<file path="src/rtl/enc_pkg.sv">
// Shared encoder types: beat width and the frame controller state encoding.
package enc_pkg;

    localparam int ENC_SYM = 2;
    localparam int EGF_DIM = 8;
    localparam int BEAT_W  = ENC_SYM * EGF_DIM;

    typedef logic [BEAT_W-1:0] sym_beat_t;

    typedef enum logic {
        ST_MSG,
        ST_PAR
    } enc_ctrl_state_t;

endpackage

</file>
<file path="src/rtl/enc_frame_ctrl.sv">
// Codeword sequencer: forwards MSG_BEATS message beats, then emits PAR_BEATS parity beats.
// Optional statistics outputs (cw_count, cw_partial) are enabled by defining ENC_CTRL_STATS_EN.
module enc_frame_ctrl
    import enc_pkg::*;
#(
    parameter int MSG_BEATS = 4,
    parameter int PAR_BEATS = 2,
    parameter int CNT_W     = $clog2((MSG_BEATS > PAR_BEATS) ? MSG_BEATS : PAR_BEATS) + 1
) (
    input  logic            clk,
    input  logic            rst,
    input  logic            src_valid,
    input  sym_beat_t       src_data,
    output logic            src_ready,
    output sym_beat_t       enc_data,
    output logic            enc_en,
    output logic            enc_first,
    output logic            enc_shift,
    input  sym_beat_t       par_data,
    output logic            dst_valid,
    output sym_beat_t       dst_data,
    output logic            dst_last,
`ifdef ENC_CTRL_STATS_EN
    output logic [15:0]     cw_count,
    output logic            cw_partial,
`endif
    input  logic            dst_ready
);

    localparam logic [CNT_W-1:0] MSG_LAST = CNT_W'(MSG_BEATS - 1);
    localparam logic [CNT_W-1:0] PAR_LAST = CNT_W'(PAR_BEATS - 1);

    enc_ctrl_state_t  state_q, state_d;
    logic [CNT_W-1:0] cnt_q, cnt_d;
    logic             fire;

    assign enc_data = src_data;

    // NOTE: every signal driven here gets a default first so no path leaves it unassigned (no latch).
    always_comb begin
        state_d   = state_q;
        cnt_d     = cnt_q;
        fire      = 1'b0;
        src_ready = 1'b0;
        dst_valid = 1'b0;
        dst_data  = src_data;
        dst_last  = 1'b0;
        enc_en    = 1'b0;
        enc_first = 1'b0;
        enc_shift = 1'b0;

        unique case (state_q)
            ST_MSG: begin
                src_ready = dst_ready;
                dst_valid = src_valid;
                dst_data  = src_data;
                fire      = src_valid && dst_ready;
                enc_en    = fire;
                enc_first = fire && (cnt_q == '0);
                if (fire) begin
                    if (cnt_q == MSG_LAST) begin
                        state_d = ST_PAR;
                        cnt_d   = '0;
                    end else begin
                        cnt_d = cnt_q + 1'b1;
                    end
                end
            end
            ST_PAR: begin
                dst_valid = 1'b1;
                dst_data  = par_data;
                fire      = dst_ready;
                enc_shift = fire;
                dst_last  = (cnt_q == PAR_LAST);
                if (fire) begin
                    if (cnt_q == PAR_LAST) begin
                        state_d = ST_MSG;
                        cnt_d   = '0;
                    end else begin
                        cnt_d = cnt_q + 1'b1;
                    end
                end
            end
            default: ;
        endcase
    end

    // NOTE: sequential state uses non-blocking assignments so all registers update from pre-edge values.
    always_ff @(posedge clk) begin
        if (rst) begin
            state_q <= ST_MSG;
            cnt_q   <= '0;
        end else begin
            state_q <= state_d;
            cnt_q   <= cnt_d;
        end
    end

`ifdef ENC_CTRL_STATS_EN
    logic [15:0] cw_count_q;
    logic        cw_partial_q;

    // A reset flags the codeword it interrupted; a reset on a clean boundary clears the flag.
    always_ff @(posedge clk) begin
        if (rst) begin
            cw_count_q   <= '0;
            cw_partial_q <= (state_q == ST_PAR) || (cnt_q != '0);
        end else if (fire && dst_last && (cw_count_q != 16'hFFFF)) begin
            cw_count_q <= cw_count_q + 16'd1;
        end
    end

    assign cw_count   = cw_count_q;
    assign cw_partial = cw_partial_q;
`endif

endmodule

</file>
<file path="config.mk">
export PLATFORM = sky130hd
export DESIGN_NAME = enc_frame_ctrl
export DESIGN_NICKNAME = d
export VERILOG_FILES = /design/src/rtl/enc_pkg.sv /design/src/rtl/enc_frame_ctrl.sv
export SDC_FILE = /design/constraint.sdc
export NUM_CORES = 1
export LEC_CHECK = 0
export CAP_MARGIN = 10
export CORE_MARGIN = 2
export CORE_UTILIZATION = 24
export DETAILED_ROUTE_END_ITERATION = 12
export PLACE_DENSITY = 0.79
export SYNTH_ARGS = -nofsm -noshare
export SYNTH_HDL_FRONTEND = slang
export SYNTH_SLANG_ARGS = --single-unit
export TNS_END_PERCENT = 100
</file>
<file path="constraint.sdc">
create_clock -name clk -period 1.1 [get_ports clk]
set_input_delay 0.165 -clock clk [delete_from_list [all_inputs] [get_ports clk]]
set_output_delay 0.165 -clock clk [all_outputs]
set_load 0.01 [all_outputs]
</file>
==> impl_metrics.json, run 1 <==
{
  "status": "complete, but fails checks",
  "violations": "setup timing",
  "area_delta_synth_final_pct": 165.6,
  "wl_per_cell_um": 14.99,
  "grt_max_degree": 8,
  "ys_ff_latch": 4,
  "route.met2.wl_mm": 1.433,
  "instances_no_fill": 177,
  "hold_violations": 0,
  "clockBufferDepth": 2,
  "initial_core_util_pct": 25.03,
  "peakVddDrop_mv": 0.4813,
  "grt_pass1_wl_mm": 3.739,
  "cp-end-kind": "output port",
  "dp_hpwl_mm": 2.181,
  "p_comb_share_pct": 59.0,
  "synthCells": 69,
  "hold_path.class": "reg -> reg",
  "fin_skew_ps": 1.243,
  "switching_share_pct": 27.00,
  "diodes": 0,
  "drt_pass1_iterations": 1,
  "syn-num-nets": 110,
  "clkTransAtPathRegs_ps": 40,
  "globalRouteTotalUtil_pct": 17.97,
  "core_um2": 2455,
  "power_density_nw_per_um2": 500.5,
  "ys_types": 20,
  "yosys.area.top_type": "mux2_2",
  "clock_sinks": 4,
  "p_int_w": 0.0005961,
  "die_w_um": 54.60,
  "rsz0062_at_grt": "yes",
  "totalWireLength_mm": 2.654,
  "ant_nets": 0,
  "portBuffers": 73,
  "worst_pin_slew_ps": 326.7,
  "gp_congestion": 0.7340,
  "dr_wl_met3_um": 249,
  "r2r_cells": 5,
  "drc_errors": 0,
  "setup_slack_ps": -268.2,
  "synth_area_per_cell_um2": 8.903,
  "power_w": 0.0008166,
  "relSlewSlack_pct": 78.07,
  "die-area_um2": 2981,
  "synth.top_cell.area_share_pct": 29.33,
  "cap_violations": 0,
  "p_leak_nw": 0.7230,
  "crit_path_max_fanout": 7,
  "syn-cell-area_um2": 614.3,
  "wl_met1_um": 916,
  "p_sw_w": 0.0002205,
  "crit_type": "reg -> out",
  "first_iter_violations": 0,
  "fin_crit_ps": 1368,
  "overflow": 0,
  "setup_viol": 26,
  "io_pins": 74,
  "nets": 190,
  "cp.arrival_ps": 1200,
  "dp.cells": 173,
  "highest_layer": "met4",
  "cp.required_ps": 940,
  "worst_setup_path_start_kind": "flip-flop",
  "synth.area.top_cells": "mux2_2 (29%), buf_4 (22%), dfxtp_1 (13%)",
  "cts_tree": "built",
  "fillers": 192,
  "htreeDepth": 1,
  "pwr-share-clk_pct": 21.4,
  "ys_seq_area_share_pct": 13.03,
  "clock-root-buffer": "clkbuf_4",
  "vias": 800,
  "ys_warn_count": 0,
  "die_y_um": 54.60,
  "slew_viol_final": 0,
  "fin_crit_sh_pct": 124.4,
  "drive_above_1_share_pct": 57.14,
  "max_clock_freq_mhz": 730.9,
  "p_seq_share_pct": 19.6,
  "grt_pass1_vias": 816,
  "rows": 18,
  "clk_latency_ps": 230,
  "whs_path_depth": 3,
  "cts_made_buffers": 3,
  "antenna_found_initial": 0,
  "cts_hold_buffers": 0,
  "via_per_inst": 4.520
}
==> through the flow <==
stage	util [%]	TNS (ps)	instance area (um^2)	hold WS (ps)	setup slack (ps)
global route	66.46	-6771	1632	644.2	-316.7
finish	66.46	-5656	1632	613.9	-268.2
CTS	65.29	-6024	1603	619.4	-294.0
floorplan	-	-333.3	646.9	237.8	-34.39
global placement	57.95	-15840	1423	568.2	-665.2
detailed placement	57.95	-16860	1423	594.4	-737.4
==> kinds of logic (layout without fill, tap and decap cells) <==
family                     after synthesis  after routing  synth area share, %
AOI/OAI and AO/OA                        9              9                9.778
adders and majority gates                5              5                10.18
buffers and inverters                   23            101                25.05
DFF                                      4              4                13.04
muxes                                   16             16                29.33
and+or+nand+nor                         12             12                12.63
==> synth_stat cells, drive strengths merged <==
library cell	n
inv	5
nand2	2
a211oi	1
and3	1
and2	2
o31a	1
nor3b	1
nor2b	3
or2	1
a21oi	2
o32a	1
mux2	16
o21ai	2
nand2b	1
nand3b	1
buf	18
o21bai	1
dfxtp	4
a31oi	1
ha	5
==> metal layers <==
metal	track usage, %	up-vias
met5	0	-
met4	6.250	0
met3	4.918	6
met2	36.71	46
met1	16.34	367
li1	-	381
==> flip-flops by register name, indices dropped and copies added, names as in the netlist <==
| register | count |
|---|---|
| state_q | 1 |
| cnt_q | 3 |
==> cell type report <==
class                           count  area (um^2)  area share, %
Timing Repair Buffer               93        924.6          56.67
Sequential cell                     4        90.09          5.521
Tap cell                           30        37.54          2.301
Multi-Input combinational cell     42        538.0          32.98
Inverter                            5        18.77          1.150
Clock buffer                        3        22.52          1.380
==> worst max-delay path, cell delays in order (launching register included) <==
cell and delay [ps]:
dfxtp_4 390, buf_8 150, mux2_4 310, buf_6 120
==> power by group through the flow <==
stage                     Sequential (W)  Combinational (W)  Clock, W
after floorplan                 0.000162           0.000155         0
after global placement          0.000161           0.000430         0
after detailed placement        0.000161           0.000440         0
after CTS                       0.000159           0.000474  0.000187
after global routing            0.000160           0.000514  0.000200
final                           0.000160           0.000482  0.000175
==> path summary, 6_finish.rpt <==
kind / slack (ps) / startpoint / end
setup reg to reg: -220 / cnt_q[0] / cnt_q[0]
hold reg to reg: 610 / cnt_q[1] / cnt_q[1]
setup / recovery: -270 / state_q / dst_data[11]
hold / removal: 610 / cnt_q[1] / cnt_q[1]
==> cells in the final DEF (no fill, tap or decap), types with 2 or more instances in the layout <==
master and instances:
clkdlybuf4s50_1 31, buf_6 27, mux2_4 16, buf_4 12
clkdlybuf4s15_1 10, dlygate4sd2_1 7, ha_4 4, inv_1 3
nor2b_4 3, clkbuf_4 3, clkdlybuf4s15_2 3, inv_2 2
nand2_1 2, a21oi_1 2, dfxtp_4 2, dfxtp_2 2
buf_2 2
==> what timing repair did <==
action	in CTS	in global routing
gates resized for setup	177	11
gates cloned	0	0
setup endpoints to repair	42	34
pin swaps	8	1
setup buffers	1	1
(Power assumes the default switching activity.)
==> run 2: changes to the inputs <==
MAX_ROUTING_LAYER = met4   (was default)
==> results of run 2 <==
No change in the layout: final DEF, timing and power equal those of run 1.
Among the figures that moved: final weighted congestion in routability-driven placement 0.7340 -> 0.7430; overall routing resource usage 17.97% -> 18.47%
==> run 3: changes to the inputs <==
REMOVE_ABC_BUFFERS = 1   (was default)
==> impl_metrics.json, run 3 (synthesis results as in run 1) <==
{
  "ff2ff_setup_slack_ps": -200,
  "cp-end-kind": "output port",
  "fin_crit_sh_pct": 130.7,
  "setup_slack_ps": -338.0,
  "antenna_found_initial": 0,
  "max_clock_freq_mhz": 695.4,
  "drc_errors": 0,
  "placed_area_um2": 1358,
  "vias": 792,
  "wl_per_cell_um": 17.97,
  "totalWireLength_mm": 3.109,
  "die_y_um": 54.60,
  "diodes": 0,
  "clockBufferDepth": 2,
  "p_leak_nw": 0.7074,
  "fin_util_pct": 65.65,
  "dp.cells": 167,
  "clock-root-buffer": "clkbuf_4",
  "drt_pass1_iterations": 3,
  "critPathTopFamily": "simple AND/OR/NAND/NOR gates",
  "power_density_nw_per_um2": 505.4,
  "violations": "setup timing",
  "status": "complete, but fails checks",
  "whs_path_depth": 3,
  "die_w_um": 54.60,
  "globalRouteTotalUtil_pct": 20.30,
  "rows": 18,
  "first_iter_violations": 6,
  "nets": 186,
  "finalSetupTns_ps": -6340,
  "rsz0062_at_grt": "yes",
  "dp_hpwl_mm": 2.050,
  "slew_viol_final": 0,
  "portBuffers": 73,
  "whs_ps": 616.9,
  "critPathMaxStageDelay_ps": 370,
  "layout_commonest_cell": "clkdlybuf4s50_1",
  "slowest_stage": "dfxtp_4",
  "clk_latency_ps": 230,
  "fin_area_um2": 1612,
  "htreeDepth": 1,
  "regMostFlops": "cnt_q",
  "overflow": 0,
  "final_cell_mix": "clkdlybuf4s50_1 (35), buf_6 (27), mux2_4 (16)",
  "cts_tree": "built",
  "ant_nets": 0,
  "cts_hold_buffers": 0,
  "via_per_inst": 4.578,
  "area_delta_synth_final_pct": 162.3,
  "clock_sinks": 4,
  "crit_type": "reg -> out",
  "grt_pass1_vias": 803,
  "largestRegisters": "cnt_q (3), state_q (1)",
  "core_um2": 2455,
  "relSlewSlack_pct": 83.80,
  "cts_made_buffers": 3,
  "crit_path_frequent_cell": "buf_6",
  "cap_violations": 0,
  "initial_core_util_pct": 25.03,
  "clkTransAtPathRegs_ps": 40,
  "hp-start": "cnt_q[1]",
  "r2r_cells": 5,
  "gp_congestion": 0.7721,
  "fin_crit_ps": 1438,
  "peakVddDrop_mv": 0.3636,
  "largest_reg_flops": 3,
  "crit_path_max_fanout": 4,
  "hold_end": "cnt_q[1]",
  "cp_cell_sequence": "buf_6 > nor2b_4 > and2_4 > and3_4 > buf_6",
  "cp.arrival_ps": 1270,
  "instances_no_fill": 173,
  "fin_skew_ps": 0.7423,
  "worst_pin_slew_ps": 242.9,
  "cp.required_ps": 940,
  "grt_max_degree": 9,
  "rr_startpoint": "cnt_q[0]",
  "io_pins": 74,
  "r2r_end": "cnt_q[1]",
  "hold_violations": 0,
  "drive_above_1_share_pct": 57.34,
  "grt_pass1_wl_mm": 4.071,
  "hold_path.class": "reg -> reg",
  "cp_num_buf_inv": 2,
  "setup_viol": 26,
  "worst_setup_path_start_kind": "flip-flop",
  "die-area_um2": 2981
}
## run 3: changes by cell type in the layout (fill, tap and decap cells not counted), moves of 2 or more
cell,delta
buf_4,-4
clkdlybuf4s50_1,+4
clkbuf_2,+4
buf_12,+2
dlygate4sd2_1,-5
clkdlybuf4s15_2,-3
## run 3: stage by stage
| step | worst slack (ps) | power, W |
|---|---|---|
| floorplan | -453.8 | 0.0002498 |
| global placement | -667.8 | 0.0005701 |
| detailed placement | -699.0 | 0.0005816 |
| CTS | -364.3 | 0.0007993 |
| global route | -369.1 | 0.0008677 |
| finish | -338.0 | 0.0008145 |
## run 3: routing by layer
| layer | vias to the layer above | global-route usage [%] | wire, um |
|---|---|---|---|
| li1 | 376 | - | - |
| met1 | 374 | 17.75 | 1038 |
| met2 | 32 | 41.47 | 1816 |
| met3 | 10 | 3.005 | 122 |
| met4 | 0 | 8.750 | 132 |
| met5 | - | - | 0 |
## run 3: what timing repair did
| action | CTS | global route |
|---|---|---|
| buffers inserted | 3 | 0 |
| resized for setup | 165 | 31 |
| gates cloned | 2 | 0 |
| pin swaps | 9 | 3 |
| endpoints found under the setup margin | 42 | 38 |
| hold endpoints to repair | 0 | 0 |
## run 3: worst max path at each step
stage                   endpoint  cells past startpoint       from
floorplan              enc_first                      3    state_q
global placement       enc_first                      5  dst_ready
detailed placement     enc_first                      5  dst_ready
CTS                 dst_data[14]                      4    state_q
global route           enc_first                      5    state_q
finish                 enc_first                      5    state_q
## run 3: where the power goes
part           leakage, nW  total [W]  switching, W  internal, W
sequential          0.0346   0.000159    0.00000895     0.000150
clock               0.0138   0.000181     0.0000589     0.000122
combinational        0.659   0.000475      0.000167     0.000308
## run 3: worst reg2reg max path: stages (launching register included)
cell and delay (ps):
dfxtp_4 350, buf_6 120, ha_4 160, ha_4 160, o32a_1 310, o21ai_1 130
## run 3: final cells by class
cell class | count | area [um^2]
clock buffers | 3 | 22.52
fillers | 178 | 843.3
inverters | 5 | 18.77
multi-input cells | 42 | 546.8
flip-flops and latches | 4 | 88.84
well taps | 30 | 37.54
repair buffers | 89 | 897.1
==> RTL change 1 (settings of run 3) <==
The option `ENC_CTRL_STATS_EN` is turned on by a define.
--- a/src/rtl/enc_frame_ctrl.sv
+++ b/src/rtl/enc_frame_ctrl.sv
@@ -1,5 +1,7 @@
 // Codeword sequencer: forwards MSG_BEATS message beats, then emits PAR_BEATS parity beats.
 // Optional statistics outputs (cw_count, cw_partial) are enabled by defining ENC_CTRL_STATS_EN.
+`define ENC_CTRL_STATS_EN
+
 module enc_frame_ctrl
     import enc_pkg::*;
 #(
Function (old outputs only; new: cw_count and cw_partial): kept (equiv_simple and equiv_induct, registers matched by name and starting in step).
==> RTL change 1 against run 3 <==
  * The flow still finishes with violations (setup timing)
  * Synthesized area up 140%
  * Critical path depth grew 2
  * Setup slack got worse by 0.35 ns
  * Cell count increased by 140%
  * Cell area up 130%
  * Count of clock-buffer cells in the layout is the same
  * Hold slack worse by 0.042 ns
  * Power increased by 130%
  * Maximum frequency fell by 19%
  * Clock skew grew 0.0074 ns
  * Sequential share of layout area is 7.4 points higher
  * First-iteration DRC count grew to 18 times the old value
  * Routed wire length increased to 2.6 times the old value
  * Sequential cell count grew 17
  * Critical path type is now reg -> reg
==> RTL change 1: results (changes against run 3) <==
{| class="wikitable"
! Metric !! Value
|-
| Clock-pin slew on the worst setup and hold paths || 0.09 ns (+0.05 ns)
|-
| Nets@finish || 382 (+110%)
|-
| Largest vdd supply drop || 0.000439 V (+21%)
|-
| Netlist cell types || 41 (+110%)
|-
| Peak per-stage delay on the critical path || 0.42 ns (+0.05 ns)
|-
| Hold_ws || 0.575 ns (-0.0421 ns)
|-
| First-pass iteration count of the detailed router || 4 (+1)
|-
| DR iter-0 viols || 106 (+100)
|-
| Violations in the final reports || setup timing
|-
| Port bufs || 90 (+23%)
|-
| Flip-flop count of the largest register after layout || 16 (+13)
|-
| GR Util All Layers || 19.5% (-0.85 points)
|-
| Most area-consuming cells after synthesis || sky130_fd_sc_hd__dfxtp_1 27%, sky130_fd_sc_hd__mux2_2 14%, sky130_fd_sc_hd__buf_4 8.6%, sky130_fd_sc_hd__ha_1 5.0%, sky130_fd_sc_hd__a21oi_1 4.4%
|-
| Largest clock skew in the final design || 0.00813 ns (+0.00738 ns)
|-
| GPL Wtd Cong || 0.817 (+5.8%)
|-
| Depth of the worst hold-timing path || 2 (-1)
|-
| Cell area reported after detailed placement || 2790 um^2 (+110%)
|-
| Worst setup margin || -0.683 ns (-0.345 ns)
|-
| CTS Root Cell || sky130_fd_sc_hd__clkbuf_8
|-
| Total leakage power || 0.00159 uW (+130%)
|-
| Count of final setup violators || 46 (+77%)
|-
| Setup crit end || cw_count[4]$_SDFFE_PP0P_
|-
| Number of cells after detailed placement || 374 (+120%)
|-
| Number of non-filler instances in the completed layout || 414 (+140%)
|-
| Place WS || -0.876 ns (-0.177 ns)
|-
| Setup_tns || -21.27 ns (-14.93 ns)
|-
| Compound-Gate Fraction of Synth Area || 14.1% (+4.3 points)
|-
| Met2 layer wire length in the routed design || 4.18 mm (+130%)
|-
| Launching instance or port of the critical path || cnt_q[1]$_SDFFE_PP0P_
|-
| Hold EP || cw_count[15]$_SDFFE_PP0P_
|-
| Outcome || complete, but fails checks
|-
| Headroom to the max-slew limit || 66.6% (-17 points)
|-
| Portion of total power attributed to sequential cells || 40.8% (+21 points)
|-
| Clock latency at the later pin of the worst-skew pair || 0.27 ns (+0.04 ns)
|-
| Fraction of final layout cells with drive strength greater than 1 || 70.8% (+13 points)
|-
| Post-synthesis share of cell area spent on full adders, half adders and majority gates || 5.04% (-5.1 points)
|-
| Hpwl dp || 4.14 mm (+100%)
|-
| Fillers || 453 (+150%)
|-
| Post-DR vias/cell || 5.07 (+11%)
|-
| Ranking of synthesized cells by instance count || 20 x sky130_fd_sc_hd__dfxtp_1, 19 x sky130_fd_sc_hd__mux2_2, 17 x sky130_fd_sc_hd__buf_4
|-
| Post-synth EDFFs || 1 (+1)
|-
| R2R cell count || 7 (+2)
|-
| Post-synthesis mux area share || 15.0% (-14 points)
|-
| Detailed Route WL || 7.96 mm (+160%)
|-
| Number of buffers added for setup after CTS || 24 (+21)
|}
[RTL change 1: kinds of logic after synthesis]
| logic type | count (synthesis) |
|---|---|
| flip-flops | 21 |
| multiplexers | 20 |
| AND/OR/NAND/NOR | 60 |
| buffers and inverters | 32 |
| AO/OA/AOI/OAI | 33 |
| XOR/XNOR | 1 |
| adder cells (fa/ha/maj) | 6 |
[RTL change 1: cell type report]
| type | count | area, um^2 | share of cell area [%] |
|---|---|---|---|
| well taps | 75 | 93.8 | 2.57 |
| clock buffers | 3 | 41.3 | 1.13 |
| repair buffers | 185 | 1690 | 46.3 |
| flip-flops and latches | 21 | 470 | 12.9 |
| inverters | 9 | 38.8 | 1.06 |
| multi-input cells | 120 | 1310 | 35.8 |
| clock inverters | 1 | 7.51 | 0.206 |
[RTL change 1: layer usage]
layer | track usage [%] | vias up
met5 | - | -
met4 | 6.72 | 0
met3 | 1.52 | 40
met2 | 36.8 | 85
met1 | 21.3 | 1031
li1 | - | 945
==> RTL change 2 (settings of run 3) <==
Made on the original files. Set the parameter `MSG_BEATS` to 8 (it was 4).
--- a/src/rtl/enc_frame_ctrl.sv
+++ b/src/rtl/enc_frame_ctrl.sv
@@ -3,7 +3,7 @@
 module enc_frame_ctrl
     import enc_pkg::*;
 #(
-    parameter int MSG_BEATS = 4,
+    parameter int MSG_BEATS = 8,
     parameter int PAR_BEATS = 2,
     parameter int CNT_W     = $clog2((MSG_BEATS > PAR_BEATS) ? MSG_BEATS : PAR_BEATS) + 1
 ) (
Function: changed (Yosys sat finds a counterexample within 10 cycles, from zero or initial values and one cycle with rst high).
==> RTL change 2 against run 3 <==
  * The flow still finishes with violations (setup timing)
  * Setup slack better by 0.057 ns
  * Sequential power grew 18%
  * Cell area down 1.9%
  * Synthesized area grew 5.5%
  * Sequential share of layout area is 1.2 points higher
  * Count of clock-buffer cells in the layout up 1
  * Sequential cell count rose by 1
  * Clock power up 17%
  * Routed wire length decreased by 7.8%
  * Power up 1.3%
==> RTL change 2: results (changes against run 3) <==
{| class="wikitable"
! Metric !! Value
|-
| Outcome || complete, but fails checks
|-
| Violations in the final reports || setup timing
|-
| Post-synthesis share of cell area spent on full adders, half adders and majority gates || 5.79% (-4.4 points)
|-
| Worst setup margin || -0.281 ns (+0.0573 ns)
|-
| GPL Wtd Cong || 0.830 (+7.6%)
|-
| Fraction of final layout cells with drive strength greater than 1 || 50.0% (-7.3 points)
|-
| Netlist cell types || 24 (+20%)
|-
| Compound-Gate Fraction of Synth Area || 9.85% (+0.070 points)
|-
| First-pass GRT wire length || 4.35 mm (+6.9%)
|-
| Fillers || 201 (+13%)
|-
| Post-DR vias/cell || 4.44 (-3.0%)
|-
| Ranking of synthesized cells by instance count || 16 x sky130_fd_sc_hd__buf_4, 16 x sky130_fd_sc_hd__mux2_2, 5 x sky130_fd_sc_hd__dfxtp_1
|-
| Sequential cell power || 187 uW (+18%)
|-
| Total chip power || 825 uW (+1.3%)
|-
| Most area-consuming cells after synthesis || sky130_fd_sc_hd__mux2_2 28%, sky130_fd_sc_hd__buf_4 19%, sky130_fd_sc_hd__dfxtp_1 15%, sky130_fd_sc_hd__ha_1 5.8%, sky130_fd_sc_hd__and2_1 3.9%
|-
| Internal power || 604 uW (+4.2%)
|-
| Antenna diodes || 0 (unchanged)
|-
| Largest clock skew in the final design || 0.00302 ns (+0.00228 ns)
|-
| Hpwl dp || 2.17 mm (+6.0%)
|-
| XOR/XNOR Fraction of Synth Area || 1.35% (+1.4 points)
|-
| Detailed Route WL || 2.87 mm (-7.8%)
|-
| Fraction of the yosys area taken by sequential cells || 15.4% (+2.4 points)
|-
| Part of the total power dissipated in the clock network || 25.6% (+3.4 points)
|-
| Regs by FF count || cnt_q: 4 flops, state_q: 1 flops
|-
| First-pass iteration count of the detailed router || 4 (+1)
|-
| Top fanout value on the critical path || 6 (+2)
|-
| Total leakage power || 0.000692 uW (-2.1%)
|-
| Headroom to the max-slew limit || 82.2% (-1.6 points)
|-
| TritonCTS Buffers || 3 (unchanged)
|-
| Peak per-stage delay on the critical path || 0.35 ns (-0.02 ns)
|-
| DR iter-0 viols || 28 (+22)
|-
| Largest vdd supply drop || 0.000267 V (-27%)
|-
| Nets@finish || 190 (+2.2%)
|-
| CTS Root Cell || sky130_fd_sc_hd__clkbuf_4
|-
| Place WS || -0.699 ns (+0.000370 ns)
|-
| Via count of the first global-routing pass || 815 (+1.5%)
|-
| Count of final setup violators || 27 (+3.8%)
|-
| GR Util All Layers || 18.3% (-2.0 points)
|-
| Post-synthesis mux area share || 27.8% (-1.5 points)
|}
==> RTL change 2: cell count changes after synthesis, moves of 2 or more <==
cell,run 3,this run
sky130_fd_sc_hd__and2_1,2,4
sky130_fd_sc_hd__buf_2,0,2
sky130_fd_sc_hd__buf_4,18,16
sky130_fd_sc_hd__ha_1,5,3
sky130_fd_sc_hd__inv_1,5,3
sky130_fd_sc_hd__nand4_1,0,2
sky130_fd_sc_hd__nand4b_1,0,2
sky130_fd_sc_hd__nor2_1,0,2
sky130_fd_sc_hd__nor2b_1,3,1
sky130_fd_sc_hd__o21a_1,0,2
sky130_fd_sc_hd__o21ai_1,2,0
==> RTL change 2: final timing paths <==
path	endpoint	slack, ns	depth (start not counted)	startpoint
worst min register to register	cnt_q[1]$_SDFFE_PP0P_	0.59	3	cnt_q[1]$_SDFFE_PP0P_
worst max register to register	cnt_q[1]$_SDFFE_PP0P_	-0.21	6	state_q$_SDFF_PP0_
worst max-delay path	enc_first	-0.28	5	state_q$_SDFF_PP0_
worst min-delay path	cnt_q[1]$_SDFFE_PP0P_	0.59	3	cnt_q[1]$_SDFFE_PP0P_
==> RTL change 2: final cells by class <==
| class | count | area (um^2) | share of cell area, % |
|---|---|---|---|
| tap | 30 | 37.5 | 2.38 |
| sequential | 5 | 106 | 6.73 |
| clock buffer | 4 | 26.3 | 1.66 |
| multi-input combinational | 46 | 505 | 32.0 |
| timing repair buffer | 92 | 893 | 56.5 |
| inverter | 3 | 11.3 | 0.713 |
==> RTL change 2: worst max-delay path, delay by kind of cell (launching register included) <==
kind | cells | cell delay [ns]
simple gates | 3 | 0.40
flops | 1 | 0.35
buf+inv | 2 | 0.22
==> RTL change 2: routing by layer <==
metal	global-route usage (%)	part of all wire (%)
met3	4.88	4.6
met4	4.42	1.2
met1	21.9	40
met5	-	0
met2	30.4	54
==> RTL change 2: per-stage QoR <==
| stage | area, um^2 | util, % | instances | setup TNS [ns] |
|---|---|---|---|---|
| after floorplan | 518 | - | 54 | -6.14 |
| after global placement | 1410 | 55.8 | 173 | -14.57 |
| after detailed placement | 1410 | 55.8 | 173 | -14.98 |
| after CTS | 1510 | 60.0 | 179 | -6.29 |
| after global routing | 1580 | 62.6 | 180 | -7.05 |
| final | 1580 | 62.6 | 180 | -6.05 |
==> RTL change 2: cell families (layout without fill, tap and decap cells) <==
logic type / Yosys count / after routing
buffers and inverters: 21 / 99
muxes: 16 / 16
DFF: 5 / 5
and+or+nand+nor: 17 / 17
xor gates and xnor gates: 1 / 1
adders and majority gates: 3 / 3
AOI/OAI and AO/OA: 9 / 9
==> RTL change 2: what timing repair did <==
item / CTS / global route
hold endpoints to repair: 0 / 0
hold buffers: 0 / 0
gates cloned: 1 / 0
endpoints found under the setup margin: 43 / 37
setup buffers: 2 / 1
gates resized for setup: 149 / 23
pin swaps: 8 / 2
